[src/rtl/fpga_rst_seq_pkg.sv]
// Shared definitions for the FPGA reset sequencer.
// - rst_state_e : sequencer FSM encoding (WAIT_LOCK, HOLD, RUN)
// - RST_CAUSE_* : reset-cause codes, also decoded by the SoC status register
// - sat_inc8    : saturating 8-bit increment used by the reset counter
package fpga_rst_seq_pkg;

   typedef enum logic [1:0] {
      WAIT_LOCK = 2'd0,
      HOLD      = 2'd1,
      RUN       = 2'd2
   } rst_state_e;

   localparam logic [1:0] RST_CAUSE_POR = 2'b00;
   localparam logic [1:0] RST_CAUSE_BTN = 2'b01;
   localparam logic [1:0] RST_CAUSE_PLL = 2'b10;
   localparam logic [1:0] RST_CAUSE_SW  = 2'b11;

   function automatic logic [7:0] sat_inc8(input logic [7:0] v);
      return (v == 8'hFF) ? v : v + 8'd1;
   endfunction

endpackage

[src/rtl/fpga_rst_seq_if.sv]
// Board/SoC-side signal bundle of the reset sequencer.
// - btn_rst_n  : raw board reset button, active-low, asynchronous
// - pll_locked : clock-wizard locked flag, asynchronous
// - sw_rst_req : SoC reset request, sequencer clock domain
// - sys_rst_n  : registered active-low reset to the SoC
// - rst_busy   : sequencer not in RUN
// - rst_cause  : last reset cause (RST_CAUSE_* codes)
// - rst_cnt    : reset entries since POR, saturating
// master = sequencer side, slave = board/SoC side.
interface fpga_rst_seq_if;
   logic       btn_rst_n;
   logic       pll_locked;
   logic       sw_rst_req;
   logic       sys_rst_n;
   logic       rst_busy;
   logic [1:0] rst_cause;
   logic [7:0] rst_cnt;

   modport master (
      input  btn_rst_n, pll_locked, sw_rst_req,
      output sys_rst_n, rst_busy, rst_cause, rst_cnt
   );

   modport slave (
      output btn_rst_n, pll_locked, sw_rst_req,
      input  sys_rst_n, rst_busy, rst_cause, rst_cnt
   );
endinterface

[src/rtl/fpga_rst_seq_rst_debounce.sv]
// Input conditioning for the reset sequencer.
// - Synchronises the raw button and the PLL locked flag (SYNC_STAGES flops each).
// - Debounces the synchronised button: the output follows only after
//   DEBOUNCE_CYC consecutive cycles of disagreement (press and release alike).
// Ports: clk_i, rst_n_i (async low), btn_raw_n, locked_raw in;
//        deb_btn_n (debounced button, active-low), sync_locked out.
module rst_debounce #(
   parameter int SYNC_STAGES  = 2,
   parameter int DEBOUNCE_CYC = 20000
) (
   input  logic clk_i,
   input  logic rst_n_i,
   input  logic btn_raw_n,
   input  logic locked_raw,
   output logic deb_btn_n,
   output logic sync_locked
);
   localparam int DB_W = $clog2(DEBOUNCE_CYC);

   logic [SYNC_STAGES-1:0] btn_sync;
   logic [SYNC_STAGES-1:0] lock_sync;
   logic [DB_W-1:0]        db_cnt;
   logic                   sync_btn_n;

   // Preset to "button released, not locked" so nothing spurious leaks out of reset.
   always_ff @(posedge clk_i or negedge rst_n_i) begin
      if (!rst_n_i) begin
         btn_sync  <= '1;
         lock_sync <= '0;
      end else begin
         btn_sync  <= {btn_sync[SYNC_STAGES-2:0], btn_raw_n};
         lock_sync <= {lock_sync[SYNC_STAGES-2:0], locked_raw};
      end
   end

   assign sync_btn_n  = btn_sync[SYNC_STAGES-1];
   assign sync_locked = lock_sync[SYNC_STAGES-1];

   // db_cnt counts consecutive disagreeing cycles; any agreement restarts it.
   always_ff @(posedge clk_i or negedge rst_n_i) begin
      if (!rst_n_i) begin
         deb_btn_n <= 1'b1;
         db_cnt    <= '0;
      end else if (sync_btn_n == deb_btn_n) begin
         db_cnt <= '0;
      end else if (db_cnt == DB_W'(DEBOUNCE_CYC - 1)) begin
         deb_btn_n <= sync_btn_n;
         db_cnt    <= '0;
      end else begin
         db_cnt <= db_cnt + DB_W'(1);
      end
   end
endmodule

[src/rtl/fpga_rst_seq.sv]
// FPGA reset sequencer feeding the SoC external reset pad.
// Combines board button, PLL lock and SoC software/watchdog request; releases
// the SoC reset on a clock edge after HOLD_CYC clean cycles and records the
// cause and number of resets taken out of RUN.
// Ports: clk_i (only clock), rst_n_i (async power-on reset, active-low),
//        rst_bus (fpga_rst_seq_if.master: button/lock/request in,
//        sys_rst_n/rst_busy/rst_cause/rst_cnt out).
module fpga_rst_seq
   import fpga_rst_seq_pkg::*;
#(
   parameter int SYNC_STAGES  = 2,
   parameter int DEBOUNCE_CYC = 20000,
   parameter int HOLD_CYC     = 1024
) (
   input logic            clk_i,
   input logic            rst_n_i,
   fpga_rst_seq_if.master rst_bus
);
   localparam int HW = $clog2(HOLD_CYC);

   logic            deb_btn_n;
   logic            sync_locked;
   logic            hold_ok;
   rst_state_e      state, state_nxt;
   logic [HW-1:0]   hold_cnt, hold_nxt;
   logic [1:0]      cause, cause_nxt;
   logic [7:0]      rst_cnt, cnt_nxt;
   logic            sys_rst_n;

   rst_debounce #(
      .SYNC_STAGES  (SYNC_STAGES),
      .DEBOUNCE_CYC (DEBOUNCE_CYC)
   ) u_debounce (
      .clk_i       (clk_i),
      .rst_n_i     (rst_n_i),
      .btn_raw_n   (rst_bus.btn_rst_n),
      .locked_raw  (rst_bus.pll_locked),
      .deb_btn_n   (deb_btn_n),
      .sync_locked (sync_locked)
   );

   // sys_rst_n is registered from the next state so it rises on the edge
   // entering RUN and falls on the edge leaving it, never combinationally.
   always_ff @(posedge clk_i or negedge rst_n_i) begin
      if (!rst_n_i) begin
         state     <= WAIT_LOCK;
         hold_cnt  <= '0;
         cause     <= RST_CAUSE_POR;
         rst_cnt   <= '0;
         sys_rst_n <= 1'b0;
      end else begin
         state     <= state_nxt;
         hold_cnt  <= hold_nxt;
         cause     <= cause_nxt;
         rst_cnt   <= cnt_nxt;
         sys_rst_n <= (state_nxt == RUN);
      end
   end

   always_comb begin
      state_nxt = state;
      hold_nxt  = '0;
      cause_nxt = cause;
      cnt_nxt   = rst_cnt;
      hold_ok   = sync_locked && deb_btn_n && !rst_bus.sw_rst_req;
      case (state)
         WAIT_LOCK: begin
            if (sync_locked && deb_btn_n) state_nxt = HOLD;
         end
         HOLD: begin
            // Any dirty cycle restarts the hold window; a held sw request parks here.
            if (!sync_locked) begin
               state_nxt = WAIT_LOCK;
            end else if (hold_ok) begin
               if (hold_cnt == HW'(HOLD_CYC - 1)) state_nxt = RUN;
               else                               hold_nxt  = hold_cnt + HW'(1);
            end
         end
         RUN: begin
            // Cause/count latch only here, highest-priority source wins.
            if (!sync_locked) begin
               state_nxt = WAIT_LOCK;
               cause_nxt = RST_CAUSE_PLL;
               cnt_nxt   = sat_inc8(rst_cnt);
            end else if (!deb_btn_n) begin
               state_nxt = HOLD;
               cause_nxt = RST_CAUSE_BTN;
               cnt_nxt   = sat_inc8(rst_cnt);
            end else if (rst_bus.sw_rst_req) begin
               state_nxt = HOLD;
               cause_nxt = RST_CAUSE_SW;
               cnt_nxt   = sat_inc8(rst_cnt);
            end
         end
         default: state_nxt = WAIT_LOCK;
      endcase
   end

   assign rst_bus.sys_rst_n = sys_rst_n;
   assign rst_bus.rst_busy  = (state != RUN);
   assign rst_bus.rst_cause = cause;
   assign rst_bus.rst_cnt   = rst_cnt;
endmodule

[src/flat_wrapper.sv]
// flat-port wrapper written by rule: the top's interface ports become plain ports
module fpga_rst_seq_flat import fpga_rst_seq_pkg::*;
#(
   parameter int SYNC_STAGES  = 2,
   parameter int DEBOUNCE_CYC = 20000,
   parameter int HOLD_CYC     = 1024
)
  (clk_i, rst_n_i, rst_bus_btn_rst_n, rst_bus_pll_locked, rst_bus_sw_rst_req, rst_bus_sys_rst_n, rst_bus_rst_busy, rst_bus_rst_cause, rst_bus_rst_cnt);
  fpga_rst_seq_if rst_bus_i ();
  input logic clk_i;
  input logic rst_n_i;
  input wire logic [$bits(rst_bus_i.btn_rst_n)-1:0] rst_bus_btn_rst_n;
  input wire logic [$bits(rst_bus_i.pll_locked)-1:0] rst_bus_pll_locked;
  input wire logic [$bits(rst_bus_i.sw_rst_req)-1:0] rst_bus_sw_rst_req;
  output wire logic [$bits(rst_bus_i.sys_rst_n)-1:0] rst_bus_sys_rst_n;
  output wire logic [$bits(rst_bus_i.rst_busy)-1:0] rst_bus_rst_busy;
  output wire logic [$bits(rst_bus_i.rst_cause)-1:0] rst_bus_rst_cause;
  output wire logic [$bits(rst_bus_i.rst_cnt)-1:0] rst_bus_rst_cnt;
  assign rst_bus_i.btn_rst_n = rst_bus_btn_rst_n;
  assign rst_bus_i.pll_locked = rst_bus_pll_locked;
  assign rst_bus_i.sw_rst_req = rst_bus_sw_rst_req;
  assign rst_bus_sys_rst_n = rst_bus_i.sys_rst_n;
  assign rst_bus_rst_busy = rst_bus_i.rst_busy;
  assign rst_bus_rst_cause = rst_bus_i.rst_cause;
  assign rst_bus_rst_cnt = rst_bus_i.rst_cnt;
  fpga_rst_seq #(.SYNC_STAGES(SYNC_STAGES), .DEBOUNCE_CYC(DEBOUNCE_CYC), .HOLD_CYC(HOLD_CYC)) u_core (.clk_i(clk_i), .rst_n_i(rst_n_i), .rst_bus(rst_bus_i));
endmodule
[config.mk]
export PLATFORM = sky130hd
export DESIGN_NAME = fpga_rst_seq_flat
export DESIGN_NICKNAME = d
export VERILOG_FILES = /design/src/rtl/fpga_rst_seq_pkg.sv /design/src/rtl/fpga_rst_seq_if.sv /design/src/rtl/fpga_rst_seq_rst_debounce.sv /design/src/rtl/fpga_rst_seq.sv /design/src/flat_wrapper.sv
export SDC_FILE = /design/constraint.sdc
export NUM_CORES = 1
export LEC_CHECK = 0
export BUFFER_PORTS_ARGS = -buffer_cell sky130_fd_sc_hd__buf_2
export CAP_MARGIN = 5
export CORE_ASPECT_RATIO = 1.4
export CORE_MARGIN = 4
export CORE_UTILIZATION = 35
export DETAILED_ROUTE_END_ITERATION = 8
export MAX_ROUTING_LAYER = met4
export SYNTH_ARGS = -nofsm -noshare
export SYNTH_HDL_FRONTEND = slang
export SYNTH_SLANG_ARGS = --single-unit
[constraint.sdc]
create_clock -name clk_i -period 2.04 [get_ports clk_i]
set_clock_uncertainty 0.2 [all_clocks]
set_input_delay 0 -clock clk_i [delete_from_list [all_inputs] [get_ports clk_i]]
set_output_delay 0 -clock clk_i [all_outputs]
set_load 0.02 [all_outputs]
# ---- Word level (Yosys, flattened, before mapping)
# Cells that the tools add are included.
dict set report totals {
  ff_bits 43
  latchBits 0
  ramBits 0
  romBits 0
  in_bits 5
  out_inout_bits 12
  n_memories 0
}
dict set report classes {
  add_sub_neg 3
  n_mul 0
  div 0
  order_cmp 0
  eq_ne 9
  shift 0
  n_mux 21
  n_bitwise 1
  n_reduce_logical 6
}
# operator n
set ops {}
lappend ops {{10-bit two-way mux} 4}
lappend ops {{8-bit two-way mux} 4}
lappend ops {{15-bit two-way mux} 2}
lappend ops {{2-bit two-way mux} 10}
lappend ops {{15-bit by 1-bit adder with 15-bit output (second input constant)} 1}
lappend ops {{15-bit equality test (second input constant)} 1}
lappend ops {{10-bit by 1-bit adder with 10-bit output (second input constant)} 1}
lappend ops {{10-bit equality test (second input constant)} 1}
lappend ops {{8-bit by 1-bit adder with 8-bit output (second input constant)} 1}
lappend ops {{8-bit equality test (second input constant)} 1}
lappend ops {{2-bit case mux with 3 select lines} 1}
lappend ops {{2-bit equality test (second input constant)} 2}
lappend ops {{2-bit AND reduction} 2}
lappend ops {{3-bit != test (second input constant)} 1}
lappend ops {{2-bit by 1-bit equality test with 1-bit output (second input constant)} 1}
lappend ops {{1-bit logical AND} 2}
lappend ops {{2-bit logical NOT} 1}
lappend ops {{2-bit != test (second input constant)} 1}
lappend ops {{1-bit equality test} 1}
lappend ops {{1-bit logical NOT} 1}
lappend ops {{1-bit inverter} 1}

# ---- Logic depth before layout (Yosys ltp)
dict set report depth {
  ltp_word 6
  mapped_depth 7
}

# ---- Hierarchy
# From an unflattened synthesis, not the netlist that was laid out.
dict set report unflattened {
  hier_cells 184
  hier_area_um2 2010.7
}
# mod n_inst cells_per_inst area_each_um2 seq_area_each_um2
set by_module_without_submodules {}
lappend by_module_without_submodules {fpga_rst_seq 1 101 1119.8 575.6}
lappend by_module_without_submodules {rst_debounce 1 83 890.9 504.2}

# ---- Worst setup path after synthesis
# OpenSTA, ideal clock, no wires.
dict set report synth_path {
  kind {register to register}
  from {register u_core.u_debounce.deb_btn_n}
  to {register u_core.hold_cnt[4]}
  setup_time_ns 0.071
  arrival_ns 1.500
  required_time_ns 1.769
  slack_ns 0.268
  path_stages_with_launch 6
  path_buffers 1
  synth_period_minus_slack_ns 1.772
  cell_sequence {dfstp_2 > nand3b_2 > or3b_4 > or2_1 > buf_6 > nor2_1}
}
dict set report synth_via {
  elab_chain_len 5
}
# element line
set synth_lines {}
lappend synth_lines {{from (decl)} fpga_rst_seq_rst_debounce.sv:15} ;# output logic deb_btn_n,
lappend synth_lines {{from (signal assigned)} fpga_rst_seq_rst_debounce.sv:47} ;# deb_btn_n <= sync_btn_n;
lappend synth_lines {{1-bit logical AND (2 in series)} fpga_rst_seq.sv:65} ;# hold_ok = sync_locked && deb_btn_n && !rst_bus.sw_rst_req;
lappend synth_lines {{10-bit two-way mux} fpga_rst_seq.sv:74} ;# end else if (hold_ok) begin
lappend synth_lines {{10-bit two-way mux} fpga_rst_seq.sv:72} ;# if (!sync_locked) begin
lappend synth_lines {{10-bit two-way mux} fpga_rst_seq.sv:66} ;# case (state)
lappend synth_lines {{via u_core.hold_nxt[4]} fpga_rst_seq.sv:25} ;# logic [HW-1:0] hold_cnt, hold_nxt;
lappend synth_lines {{to (signal assigned)} fpga_rst_seq.sv:53} ;# hold_cnt <= hold_nxt;
lappend synth_lines {{to (decl)} fpga_rst_seq.sv:25}
# The timed path passes the listed nets, and every way through them passes these cells.
# A chain may end at the register's enable or synchronous reset.

# ---- Worst setup path in the final report
dict set report layout_path {
  from {register u_core.u_debounce.deb_btn_n}
  to {register u_core.hold_cnt[9]}
}
# The elaborated chain is that of the path after synthesis.

==> results_dict.tcl <==
set metrics [dict create \
    cts_tree "yes" \
    synthCells 174 \
    core_sq_um 5240 \
    r2r_setup_slack_ns 0.22 \
    relSlewSlack 0.607 \
    final_hold_viol_count 0 \
    yosysWarnings 0 \
    period_share 0.890 \
    r2r-start "u_core.u_debounce.deb_btn_n" \
    post-synth-top-count-cell "dfrtp_1" \
    syn_to_final_growth_pct 16.7 \
    synth_commonest_cells "dfrtp_1, nor2_1, xor2_1" \
    gr-usage-all-layers 0.119 \
    synth_ff_type "dfrtp_1" \
    dr.pass1.iters 4 \
    fillers 518 \
    rsz0062_at_grt "false" \
    dr_total_vias 1294 \
    cts_resized 0 \
    avgSynthCellArea_sq_um 11.0 \
    max-vdd-ir-drop_uv 302 \
    powerDensity_nw_per_um2 639 \
    yosysTopAreaCellShare 0.524 \
    synth_edf_count 0 \
    grt-ovfl-total 0 \
    route.detailed.wl_per_inst_um 12.7 \
    final_nets 213 \
    setup_viol 0 \
    crit_type "reg -> reg" \
    start_util 0.365 \
    hp-class "in -> async" \
    tightestPinTransition_ns 0.590 \
    drt_iter0_drc 36 \
    cpPeakStageDelay_ns 0.54 \
    dpl.hpwl_mm 2.48 \
    cp.required_ns 2.07 \
    avgViaCountPerCell 4.76 \
    timing.final.crit_period_ns 1.82 \
    io_pins 17 \
    cts_sinks 43 \
    fp.dieH_um 95.4 \
    p_leak_nw 1.03 \
    rr_endpoint "u_core.hold_cnt[9]" \
    cts_setup_buffers 0 \
    finalWirelength_mm 3.45 \
    hold_slack_ns 0.0663 \
    gp_congestion 0.780 \
    cp.arrival_ns 1.84 \
    grt_max_degree 27 \
    clkLatencyLatePin_ns 0.29 \
    startpoint_type "flip-flop" \
    die_x_um 70.4 \
    ys_ff_latch 43 \
    synth_nets 182 \
    antenna_left 0 \
    max_cap_viol_count 0 \
    status "completed" \
    synth_area_sq_um 1910 \
    async_flop_share 1.00 \
    synth.area.top_cells "dfrtp_1, xor2_1, nor2_1" \
    cp_slowest_cell "dfstp_2" \
    holdBufCountCts 4 \
    fp-row-count 31 \
    antenna_cells 0 \
    synthDistinctLibCells 33 \
    cts_root_buf "clkbuf_8" \
    path_cells "nand3b_2 -> or3b_4 -> or2_1 -> nor2_1" \
    reg2reg_depth 4 \
    crit_path_end_kind "flip-flop" \
    grt_pass1_wl_mm 6.15 \
    synth_top_area_cell "dfrtp_1" \
    slew_viol_final 0 \
    crit_fanout 8 \
    ys_seq_area_frac 0.565 \
    antenna_found_initial 0 \
    htree_levels 2 \
    clk_pin_slew_ns 0.08 \
    drive_above_1_share 0.180 \
    fmaxAchievable_mhz 551 \
    clockBufferDepth 2 \
    tns_ns 0 \
    portBuffers 16 \
    dieArea_sq_um 6720 \
    numCtsBuffers 5 \
    drc 0 \
    grt_pass1_vias 1324 \
]
[registers in the layout, summed over array words and instances, names as in the netlist]
name,count
u_core.u_debounce.deb_btn_n,1
u_core.rst_bus.sys_rst_n,1
u_core.hold_cnt,10
u_core.state,2
u_core.rst_bus.rst_cause,2
u_core.u_debounce.btn_sync,2
u_core.rst_bus.rst_cnt,8
u_core.u_debounce.db_cnt,15
u_core.u_debounce.lock_sync,2
[layout make-up]
| cell class | count | area [sq um] | area share |
|---|---|---|---|
| clock buffer | 8 | 80.1 | 0.0359 |
| sequential | 43 | 1080 | 0.484 |
| tap | 66 | 82.6 | 0.0370 |
| multi-input combinational | 122 | 788 | 0.354 |
| timing repair buffer | 28 | 180 | 0.0808 |
| inverter | 5 | 18.8 | 0.00842 |
[metal layers]
metal / track usage / part of all wire
met2: 0.185 / 0.47
met1: 0.147 / 0.47
met4: 0.0479 / 0.019
met5: - / 0
met3: 0.0338 / 0.034
[logic make-up after synthesis]
family | synth area share
buffers and inverters | 0.0223
adder cells (fa/ha/maj) | 0.0196
flip-flops | 0.565
AND/OR/NAND/NOR | 0.219
multiplexers | 0.0118
XOR/XNOR | 0.128
AO/OA/AOI/OAI | 0.0334
[metrics by stage]
stage	util	area [sq um]	instances	setup WS, ns	total power, mW
floorplan	-	1910	174	0.268	0.898
global placement	0.403	2110	260	0.259	0.929
detailed placement	0.403	2110	260	0.227	0.930
CTS	0.426	2230	272	0.205	1.45
global route	0.426	2230	272	0.106	1.50
finish	0.426	2230	272	0.225	1.43
[critical path, delay by kind of cell, from the launching register on]
kind / cells / cell delay (ns)
simple gates: 4 / 1.01
flops: 1 / 0.54
[how the worst max path moves through the flow]
stage	start	end	cells past startpoint
3_3_place_gp	u_core.u_debounce.deb_btn_n	u_core.hold_cnt[9]	4
4_1_cts	u_core.u_debounce.deb_btn_n	u_core.hold_cnt[9]	4
5_1_grt	u_core.u_debounce.deb_btn_n	u_core.hold_cnt[5]	4
3_5_place_dp	u_core.u_debounce.deb_btn_n	u_core.hold_cnt[9]	4
6_report	u_core.u_debounce.deb_btn_n	u_core.hold_cnt[9]	4
2_1_floorplan	u_core.u_debounce.deb_btn_n	u_core.hold_cnt[4]	5
[power breakdown]
group          internal [mW]  switching (mW)  leakage (nW)  total, mW
clock network          0.243           0.265        0.0395      0.508
registers              0.862         0.00771         0.578      0.870
logic                 0.0187          0.0287         0.411     0.0474
[layout by cell type, fill, tap and decap left out, drive strengths merged, types with 2 or more instances in the layout]
| cell | Yosys | final |
|---|---|---|
| buf | 2 | 24 |
| xnor2 | 9 | 9 |
| nand4 | 11 | 11 |
| xor2 | 19 | 19 |
| dfrtp | 40 | 40 |
| and3 | 3 | 3 |
| mux2 | 2 | 2 |
| dlygate4sd3 | 0 | 4 |
| ha | 3 | 3 |
| or3b | 2 | 2 |
| nor2 | 28 | 28 |
| and4 | 5 | 5 |
| a21oi | 3 | 3 |
| o22ai | 3 | 3 |
| inv | 5 | 5 |
| nor3 | 3 | 3 |
| nand3 | 9 | 9 |
| nand2 | 9 | 9 |
| nor2b | 2 | 2 |
| clkbuf | 2 | 8 |
| dfstp | 3 | 3 |
Note: power is estimated with default switching activity, not from simulation.
